--- src/rtl/sigma_mem_pkg.sv ---
// Shared encodings and widths for the CPU/IOP main-memory arbiter.
// Bit numbering follows the machine's big-endian convention (bit 0 = MSB of a word).
package sigma_mem_pkg;

   typedef enum logic [1:0] {
      IDLE   = 2'd0,
      ACCESS = 2'd1,
      DONE   = 2'd2
   } state_t;

   localparam int ADDR_W            = 17;   // address bits 15:31
   localparam int WORD_W            = 32;   // data bits 0:31
   localparam int ACCESS_CYCLES_DEF = 2;
   localparam int IOP_BURST_MAX_DEF = 4;

   // Width able to hold 0..burst_max inclusive.
   function automatic int streak_w(input int burst_max);
      return (burst_max < 1) ? 1 : $clog2(burst_max + 1);
   endfunction

   // Width able to hold 0..access_cycles-1.
   function automatic int cnt_w(input int access_cycles);
      return (access_cycles > 1) ? $clog2(access_cycles) : 1;
   endfunction

endpackage

--- src/rtl/sigma_mem_arb_select.sv ---
// Grant policy: IOP has priority unless the CPU has sat through IOP_BURST_MAX IOP grants.
// Purely combinational; no state.
module sigma_mem_arb_select
   import sigma_mem_pkg::*;
#(
   parameter int IOP_BURST_MAX = IOP_BURST_MAX_DEF,
   parameter int SW            = streak_w(IOP_BURST_MAX)
) (
   input  logic          cpu_req,
   input  logic          iop_req,
   input  logic [SW-1:0] streak,
   output logic          grant_valid,
   output logic          grant_iop
);

   localparam logic [SW-1:0] STREAK_MAX = SW'(IOP_BURST_MAX);

   logic w_cpu_forced;

   assign w_cpu_forced = cpu_req && (streak == STREAK_MAX);
   assign grant_iop    = iop_req && !w_cpu_forced;
   assign grant_valid  = cpu_req || iop_req;

endmodule

--- src/rtl/sigma_mem_arbiter.sv ---
// Shares the memory port between CPU and IOP: IDLE arbitrates, ACCESS holds the cycle,
// DONE carries the one-cycle ack. All outputs come straight from registers.
module sigma_mem_arbiter
   import sigma_mem_pkg::*;
#(
   parameter int ACCESS_CYCLES = ACCESS_CYCLES_DEF,
   parameter int IOP_BURST_MAX = IOP_BURST_MAX_DEF
) (
   input  logic         clock,
   input  logic         reset,
   input  logic         cpu_req,
   input  logic         cpu_we,
   input  logic [15:31] cpu_addr,
   input  logic [0:31]  cpu_wdata,
   output logic         cpu_ack,
   output logic [0:31]  cpu_rdata,
   input  logic         iop_req,
   input  logic         iop_we,
   input  logic [15:31] iop_addr,
   input  logic [0:31]  iop_wdata,
   output logic         iop_ack,
   output logic [0:31]  iop_rdata,
   output logic         mem_en,
   output logic         mem_we,
   output logic [15:31] mem_addr,
   output logic [0:31]  mem_wdata,
   input  logic [0:31]  mem_rdata,
   output logic         busy,
   output logic         gnt_iop
);

   localparam int CW = cnt_w(ACCESS_CYCLES);
   localparam int SW = streak_w(IOP_BURST_MAX);
   localparam logic [CW-1:0] CNT_LOAD   = CW'(ACCESS_CYCLES - 1);
   localparam logic [SW-1:0] STREAK_MAX = SW'(IOP_BURST_MAX);

   state_t         r_state,     w_state_nxt;
   logic [CW-1:0]  r_cnt,       w_cnt_nxt;
   logic [SW-1:0]  r_streak,    w_streak_nxt;
   logic           r_mem_en,    w_mem_en_nxt;
   logic           r_mem_we,    w_mem_we_nxt;
   logic [15:31]   r_mem_addr,  w_mem_addr_nxt;
   logic [0:31]    r_mem_wdata, w_mem_wdata_nxt;
   logic           r_gnt_iop,   w_gnt_iop_nxt;
   logic           r_busy,      w_busy_nxt;
   logic           r_cpu_ack,   w_cpu_ack_nxt;
   logic           r_iop_ack,   w_iop_ack_nxt;
   logic [0:31]    r_cpu_rdata, w_cpu_rdata_nxt;
   logic [0:31]    r_iop_rdata, w_iop_rdata_nxt;

   logic           w_grant_valid;
   logic           w_grant_iop;

   sigma_mem_arb_select #(
      .IOP_BURST_MAX (IOP_BURST_MAX),
      .SW            (SW)
   ) u_select (
      .cpu_req     (cpu_req),
      .iop_req     (iop_req),
      .streak      (r_streak),
      .grant_valid (w_grant_valid),
      .grant_iop   (w_grant_iop)
   );

   always_ff @(posedge clock or posedge reset) begin
      if (reset) begin
         r_state     <= IDLE;
         r_cnt       <= '0;
         r_streak    <= '0;
         r_mem_en    <= 1'b0;
         r_mem_we    <= 1'b0;
         r_mem_addr  <= '0;
         r_mem_wdata <= '0;
         r_gnt_iop   <= 1'b0;
         r_busy      <= 1'b0;
         r_cpu_ack   <= 1'b0;
         r_iop_ack   <= 1'b0;
         r_cpu_rdata <= '0;
         r_iop_rdata <= '0;
      end else begin
         r_state     <= w_state_nxt;
         r_cnt       <= w_cnt_nxt;
         r_streak    <= w_streak_nxt;
         r_mem_en    <= w_mem_en_nxt;
         r_mem_we    <= w_mem_we_nxt;
         r_mem_addr  <= w_mem_addr_nxt;
         r_mem_wdata <= w_mem_wdata_nxt;
         r_gnt_iop   <= w_gnt_iop_nxt;
         r_busy      <= w_busy_nxt;
         r_cpu_ack   <= w_cpu_ack_nxt;
         r_iop_ack   <= w_iop_ack_nxt;
         r_cpu_rdata <= w_cpu_rdata_nxt;
         r_iop_rdata <= w_iop_rdata_nxt;
      end
   end

   always_comb begin
      w_state_nxt     = r_state;
      w_cnt_nxt       = r_cnt;
      w_streak_nxt    = r_streak;
      w_mem_en_nxt    = r_mem_en;
      w_mem_we_nxt    = r_mem_we;
      w_mem_addr_nxt  = r_mem_addr;
      w_mem_wdata_nxt = r_mem_wdata;
      w_gnt_iop_nxt   = r_gnt_iop;
      w_busy_nxt      = r_busy;
      w_cpu_ack_nxt   = 1'b0;
      w_iop_ack_nxt   = 1'b0;
      w_cpu_rdata_nxt = r_cpu_rdata;
      w_iop_rdata_nxt = r_iop_rdata;

      case (r_state)
         IDLE: begin
            w_mem_en_nxt = 1'b0;
            w_mem_we_nxt = 1'b0;
            if (w_grant_valid) begin
               w_mem_en_nxt    = 1'b1;
               w_mem_we_nxt    = w_grant_iop ? iop_we    : cpu_we;
               w_mem_addr_nxt  = w_grant_iop ? iop_addr  : cpu_addr;
               w_mem_wdata_nxt = w_grant_iop ? iop_wdata : cpu_wdata;
               w_gnt_iop_nxt   = w_grant_iop;
               w_cnt_nxt       = CNT_LOAD;
               w_busy_nxt      = 1'b1;
               w_state_nxt     = ACCESS;
               // Streak only grows while the CPU is actually left waiting.
               if (w_grant_iop && cpu_req)
                  w_streak_nxt = (r_streak == STREAK_MAX) ? r_streak : r_streak + 1'b1;
               else
                  w_streak_nxt = '0;
            end
         end
         ACCESS: begin
            if (r_cnt == '0) begin
               w_mem_en_nxt  = 1'b0;
               w_mem_we_nxt  = 1'b0;
               w_cpu_ack_nxt = !r_gnt_iop;
               w_iop_ack_nxt = r_gnt_iop;
               if (!r_mem_we) begin
                  if (r_gnt_iop) w_iop_rdata_nxt = mem_rdata;
                  else           w_cpu_rdata_nxt = mem_rdata;
               end
               w_state_nxt = DONE;
            end else begin
               w_cnt_nxt = r_cnt - 1'b1;
            end
         end
         DONE: begin
            w_busy_nxt  = 1'b0;
            w_state_nxt = IDLE;
         end
         default: begin
            w_state_nxt  = IDLE;
            w_mem_en_nxt = 1'b0;
            w_mem_we_nxt = 1'b0;
            w_busy_nxt   = 1'b0;
         end
      endcase
   end

   assign cpu_ack   = r_cpu_ack;
   assign iop_ack   = r_iop_ack;
   assign cpu_rdata = r_cpu_rdata;
   assign iop_rdata = r_iop_rdata;
   assign mem_en    = r_mem_en;
   assign mem_we    = r_mem_we;
   assign mem_addr  = r_mem_addr;
   assign mem_wdata = r_mem_wdata;
   assign busy      = r_busy;
   assign gnt_iop   = r_gnt_iop;

   a_one_ack: assert property (@(posedge clock) disable iff (reset) !(r_cpu_ack && r_iop_ack));

endmodule

--- config.mk ---
export PLATFORM = sky130hd
export DESIGN_NAME = sigma_mem_arbiter
export DESIGN_NICKNAME = d
export VERILOG_FILES = /design/src/rtl/sigma_mem_pkg.sv /design/src/rtl/sigma_mem_arb_select.sv /design/src/rtl/sigma_mem_arbiter.sv
export SDC_FILE = /design/constraint.sdc
export NUM_CORES = 1
export LEC_CHECK = 0
export ABC_AREA = 1
export ABC_CLOCK_PERIOD_IN_PS = 4080
export CAP_MARGIN = 20
export CORE_MARGIN = 2
export CORE_UTILIZATION = 38
export DETAILED_ROUTE_END_ITERATION = 10
export GPL_TIMING_DRIVEN = 0
export PLACE_DENSITY = 0.77
export SKIP_LAST_GASP = 1
export SYNTH_ARGS = -nofsm -noshare
export SYNTH_HDL_FRONTEND = slang
export SYNTH_SLANG_ARGS = --single-unit
--- constraint.sdc ---
create_clock -name clock -period 4.08 [get_ports clock]
set_input_delay 0.816 -clock clock [delete_from_list [all_inputs] [get_ports clock]]
set_output_delay 0.816 -clock clock [all_outputs]
set_load 0.01 [all_outputs]
==> key figures, run 1 <==
Layout
  – Sequential cell area: 0.00313 mm2
  – Finished Cell Area: 0.00913 mm2
  – # fillers: 1258
  – Area added between synthesis and finish: 60.4%
  – # diodes: 0
  – Multi-input logic area: 0.00183 mm2
  – Layout cells sized above 1: 6.64%
  – Layout Nets: 1134
  – Non-Filler Instances: 1193

GRT
  – Global routing usage on met2: 35.7%
  – Largest net degree at the start of global routing: 43
  – Initial antenna violation count: 0
  – Busiest grt layer: met2
  – Global Route met3 Usage: 7.38%
  – First-pass GRT wire length: 27500 um
  – Vias in the first global route: 5448
  – Met1 usage: 26.3%
  – Overall routing resource usage: 21.6%
  – Overflow after GRT: 0

Detailed routing
  – DRT Wirelength: 16600 um
  – DRT Pass-1 Iters: 5
  – Via-to-Cell Ratio: 4.64
  – Antenna-violating nets left: 0
  – 1st-iter DRT viols: 249
  – DRC violations left: 0
  – Drt wl/cell: 13.9 um
  – DR vias: 5532

Placed design
  – RePlAce Congestion: 0.825
  – Placed wire-length estimate: 12500 um
  – Placed Cells: 1161
  – IO Port Bufs: 253
  – Pre-CTS WS: 1520 ps
  – Placed Area: 0.00852 mm2

Critical path
  – Crit path DAT: 1480 ps
  – CP startpoint kind: register
  – Critical-path maximum fanout: 6
  – Worst-path cell chain: clkdlybuf4s50_1
  – Number of buffers and inverters on the critical path: 1
  – Critical path required time: 3260 ps
  – Crit path max-delay family: buffers and inverters
  – CP max stage cell: clkdlybuf4s50_1
  – Worst setup EP type: output pin
  – Critical path class: register to output pin
  – Slowest stage delay, CP: 630 ps

Clocking
  – Post_cts resized: 0
  – Clock Pin Slew Worst Setup and Hold Paths: 60 ps
  – CTS Hold Bufs: 0
  – Clk sinks: 125
  – H-Tree Depth: 4
  – Root buffer cell: clkbuf_16
  – CTS Buffer Depth: 2
  – CTS buffer count: 17
  – CTS tree: done
  – Clk_lat worst skew: 410 ps
  – Postcts setup bufs: 0

Power
  – Switching power: 2.34 mW
  – Clock share of power: 23.2%
  – Net Sw Frac: 34.9%
  – Reg power frac: 33.1%
  – Leak: 4.70 nW
  – Part of the power in combinational logic: 43.7%
  – Pwr/cell area: 735 mW/mm2
  – VDD IR max: 0.000351 V
  – Pint: 4.37 mW

Timing
  – Fin. max-slew vios: 0
  – RSZ-0062 raised after global routing: false
  – Period utilisation layout: 56.3%
  – Final setup viols: 0
  – Setup TNS: 0 ps
  – Worst slew pin tran: 467 ps
  – FMAX: 435 MHz
  – Rel. slew slack: 68.9%
  – Final hold violations: 0
  – Fin worst setup slack: 1780 ps
  – Crit path time final: 2300 ps
  – Post-route clock skew: 7.19 ps

Logic synthesis
  – Syn_nets: 859
  – Number of distinct library cells after synthesis: 22
  – Async SR Flop Fraction: 100%
  – Syn Area/Cell: 7.89 um2
  – Post-synth top flop: dfrtp_1
  – Number of synthesis warnings: 0
  – Mapped cell area: 0.00569 mm2
  – Synth Register Bits: 125
  – Count of flip-flops with a built-in enable after synthesis: 0
  – Cell count after synthesis: 721
  – Sequential area share after synthesis: 55.0%

Floorplanning
  – Initial Util: 39.0%
  – Core area: 0.0146 mm2
  – Die ar.: 0.0160 mm2
  – Standard-cell row count: 44
  – Die W: 126 um
  – I/O pin count: 255
  – Die height: 126 um

Run
  – Max capacitance violation total: 0

Run status
  – Outcome: completed

Worst hold path
  – Hold WC Path Type: register to register
cell type report:
type                       instances  share of cell area [%]
inverter                         139                    5.76
tap                              184                    2.52
clock buffer                      17                    4.66
buffer                            39                    2.32
sequential                       125                    34.3
multi-input combinational        418                    20.0
timing repair buffer             256                    28.4
clock inverter                    15                    2.06
metrics by stage:
step	total power [mW]	utilization, %	hold WS [ps]
after global routing	7.18	62.6	497
after floorplan	3.49	-	474
final	6.71	62.6	476
after global placement	5.12	58.0	455
after CTS	6.78	62.6	481
after detailed placement	5.19	58.4	465
cells in the final DEF (no fill, tap or decap), drive strengths merged:
| cell type | instances |
|---|---|
| buf | 28 |
| bufinv | 3 |
| clkbuf | 31 |
| clkdlybuf4s50 | 253 |
| clkinv | 7 |
| clkinvlp | 3 |
| dfrtp | 125 |
| ha | 2 |
| inv | 141 |
| nand2 | 234 |
| nand3 | 106 |
| nor2 | 7 |
| nor3 | 1 |
| nor3b | 1 |
| o21ai | 66 |
| xor2 | 1 |
cell usage after synthesis (2+ instances only):
library cell / n / share of area (%)
dfrtp_1: 125 / 55
buf_2: 15 / 1.3
o21ai_0: 59 / 5.2
nand3_1: 105 / 9.2
nor2_1: 5 / 0.33
inv_2: 2 / 0.13
ha_1: 2 / 0.44
clkbuf_1: 13 / 0.86
o21ai_1: 7 / 0.62
nand2_1: 233 / 15
buf_4: 6 / 0.79
buf_6: 3 / 0.59
inv_1: 137 / 9.0
kinds of logic after synthesis:
| logic type | Yosys count | share of synthesized area (%) |
|---|---|---|
| buffers and inverters | 178 | 12.9 |
| and+or+nand+nor | 349 | 25.7 |
| DFF | 125 | 55.0 |
| AOI/OAI and AO/OA | 66 | 5.80 |
| adders and majority gates | 2 | 0.440 |
| xor gates and xnor gates | 1 | 0.154 |
power groups by stage:
stage / sequential (mW) / clock [mW] / combinational (mW)
floorplan: 2.47 / 0 / 1.01
global placement: 2.21 / 0 / 2.91
detailed placement: 2.23 / 0 / 2.96
CTS: 2.23 / 1.58 / 2.98
global route: 2.30 / 1.64 / 3.24
finish: 2.22 / 1.56 / 2.93
state kept, by name, summed over array words and instances, names as in the netlist:
register,count
busy,1
cpu_ack,1
cpu_rdata,32
gnt_iop,1
iop_ack,1
iop_rdata,32
mem_addr,17
mem_en,1
mem_wdata,32
mem_we,1
r_cnt,1
r_state,2
r_streak,3
path summary, 6_finish.rpt:
path	endpoint	cells after the start	startpoint	slack, ps
min reg2reg	busy$_DFFE_PP0P_	2	busy$_DFFE_PP0P_	480
max	gnt_iop	1	gnt_iop$_DFFE_PP0P_	1780
min	busy$_DFFE_PP0P_	2	busy$_DFFE_PP0P_	480
max in group asynchronous	cpu_rdata[1]$_DFFE_PP0P_	4	reset	2560
min in group asynchronous	cpu_rdata[8]$_DFFE_PP0P_	2	reset	750
max reg2reg	mem_wdata[15]$_DFFE_PP0P_	8	r_streak[0]$_DFFE_PP0P_	2250
routing by layer:
metal	up-vias	wire length [um]
li1	2748	-
met1	2525	6870
met2	234	7830
met3	25	1540
met4	0	354
met5	-	0
Power figures use the tool's default switching activity.
==> run 2: changes to the inputs <==
--- a/config.mk
+++ b/config.mk
@@ -6,10 +6,10 @@
 export NUM_CORES = 1
 export LEC_CHECK = 0
 export ABC_AREA = 1
-export ABC_CLOCK_PERIOD_IN_PS = 4080
+export ABC_CLOCK_PERIOD_IN_PS = 2300
 export CAP_MARGIN = 20
 export CORE_MARGIN = 2
-export CORE_UTILIZATION = 38
+export CORE_UTILIZATION = 40
 export DETAILED_ROUTE_END_ITERATION = 10
 export GPL_TIMING_DRIVEN = 0
 export PLACE_DENSITY = 0.77
==> constraint.sdc (replaced) <==
create_clock -name clock -period 2.3 [get_ports clock]
set_input_delay 0.46 -clock clock [delete_from_list [all_inputs] [get_ports clock]]
set_output_delay 0.46 -clock clock [all_outputs]
set_load 0.01 [all_outputs]
==> key figures, run 2 (synthesized netlist as in run 1, its figures left out) <==
Run status
  – Outcome: completed

Timing
  – Post-route clock skew: 7.80 ps
  – RSZ-0062 raised after global routing: false
  – Setup TNS: 0 ps
  – Fin. max-slew vios: 0
  – Final setup viols: 0
  – Rel. slew slack: 68.5%
  – Final hold violations: 0
  – Period utilisation layout: 83.1%
  – Fin worst setup slack: 389 ps
  – Worst slew pin tran: 472 ps
  – FMAX: 523 MHz
  – Crit path time final: 1910 ps

Critical path
  – Critical path class: register to output pin
  – Worst setup EP type: output pin
  – CP startpoint kind: register
  – CP max stage cell: clkdlybuf4s50_1
  – Critical-path maximum fanout: 6
  – Worst-path cell chain: clkdlybuf4s50_1
  – Critical path required time: 1840 ps
  – Crit path max-delay family: buffers and inverters
  – Worst reg2reg startpoint: r_streak[0]$_DFFE_PP0P_
  – Slowest stage delay, CP: 600 ps
  – FF-to-FF path depth: 8
  – Reg2reg end: mem_addr[31]$_DFFE_PP0P_
  – Number of buffers and inverters on the critical path: 1
  – Reg2reg setup slack: 490 ps
  – Crit path DAT: 1450 ps

Clocking
  – Clk_lat worst skew: 410 ps
  – Post_cts resized: 0
  – CTS tree: done
  – CTS Hold Bufs: 0
  – Clock Pin Slew Worst Setup and Hold Paths: 60 ps
  – Root buffer cell: clkbuf_16
  – CTS buffer count: 17
  – Clk sinks: 125
  – H-Tree Depth: 4
  – CTS Buffer Depth: 2
  – Postcts setup bufs: 0

Detailed routing
  – DRT Wirelength: 16800 um
  – Drt wl/cell: 14.1 um
  – Via-to-Cell Ratio: 4.63
  – DRC violations left: 0
  – Antenna-violating nets left: 0
  – DRT Pass-1 Iters: 4
  – 1st-iter DRT viols: 333
  – DR vias: 5509

Layout
  – Layout Nets: 1134
  – Layout cells sized above 1: 6.64%
  – # diodes: 0
  – Commonest cells after routing, fill and taps aside: 253 x clkdlybuf4s50_1, 233 x nand2_1, 136 x inv_1
  – Final design utilization: 66.1%
  – Area added between synthesis and finish: 61.2%
  – Commonest non-fill, non-tap cell in the layout: clkdlybuf4s50_1
  – Non-Filler Instances: 1189

Power
  – Switching power: 4.18 mW
  – Pint: 7.98 mW
  – Leak: 4.72 nW
  – Reg power frac: 32.4%
  – Total Power: 12.2 mW
  – Net Sw Frac: 34.4%
  – Part of the power in combinational logic: 43.0%
  – Pwr/cell area: 1330 mW/mm2
  – VDD IR max: 0.000584 V
  – Clock share of power: 24.6%

GRT
  – First-pass GRT wire length: 27100 um
  – Overall routing resource usage: 23.0%
  – Overflow after GRT: 0
  – Initial antenna violation count: 0
  – Vias in the first global route: 5621
  – Largest net degree at the start of global routing: 42

Floorplanning
  – I/O pin count: 255
  – Core area: 0.0139 mm2
  – Die ar.: 0.0152 mm2
  – Die W: 123 um
  – Die height: 123 um
  – Standard-cell row count: 43
  – Initial Util: 41.0%

Worst hold path
  – Hold WC Path Type: primary input to async pin

Placed design
  – IO Port Bufs: 253
  – Placed wire-length estimate: 12400 um
  – RePlAce Congestion: 0.782
  – Placed Cells: 1157
  – Pre-CTS WS: 111 ps

Run
  – Max capacitance violation total: 0
## run 2: changes by cell type in the layout (fill, tap and decap cells not counted)
cell | previous run | this run
inv_6 | 2 | 3
clkinv_4 | 5 | 3
bufinv_16 | 3 | 5
clkinv_2 | 2 | 1
## run 2: power groups by stage
stage	registers [mW]	clock network, mW	logic (mW)
final	3.94	2.99	5.22
after global routing	4.06	3.14	5.82
after global placement	3.92	0	5.14
after floorplan	4.39	0	1.80
after CTS	3.94	3.04	5.30
after detailed placement	3.94	0	5.28
## run 2: per-layer routing
layer | vias up | GRT usage (%) | wire length (um)
met5 | - | 0 | 0
met4 | 0 | 7.39 | 314
met3 | 27 | 7.43 | 1520
met2 | 239 | 39.4 | 8100
met1 | 2501 | 27.4 | 6840
li1 | 2742 | - | -
## run 2: cell type report
| type | instances | area (um2) |
|---|---|---|
| clock inverters | 15 | 234 |
| clock buffers | 17 | 425 |
| flip-flops and latches | 125 | 3130 |
| fillers | 1183 | 4710 |
| inverters | 139 | 526 |
| well taps | 180 | 225 |
| multi-input cells | 418 | 1830 |
| repair buffers | 256 | 2590 |
| plain buffers | 39 | 211 |
## run 2: worst max path at each step
stage / startpoint / endpoint / depth (start not counted)
after floorplan: reset / busy$_DFFE_PP0P_ / 1
after global placement: reset / mem_wdata[25]$_DFFE_PP0P_ / 2
after detailed placement: cpu_req / mem_we$_DFFE_PP0P_ / 7
after CTS: gnt_iop$_DFFE_PP0P_ / gnt_iop / 1
after global routing: r_streak[0]$_DFFE_PP0P_ / mem_addr[31]$_DFFE_PP0P_ / 8
final: gnt_iop$_DFFE_PP0P_ / gnt_iop / 1
## run 2: worst reg2reg max path, stage by stage, from the launching register on
cell and delay, ps:
dfrtp_1 400, inv_1 90, ha_1 170, nand3_1 250
nand2_1 340, buf_4 230, nand2_1 70, nand3_1 100
nand2_1 60
## run 2: stage by stage
stage / instance area, um2 / hold slack [ps]
after global placement: 8450 / 460
after detailed placement: 8510 / 464
final: 9170 / 341
after global routing: 9170 / 353
after floorplan: 5690 / 474
after CTS: 9170 / 338
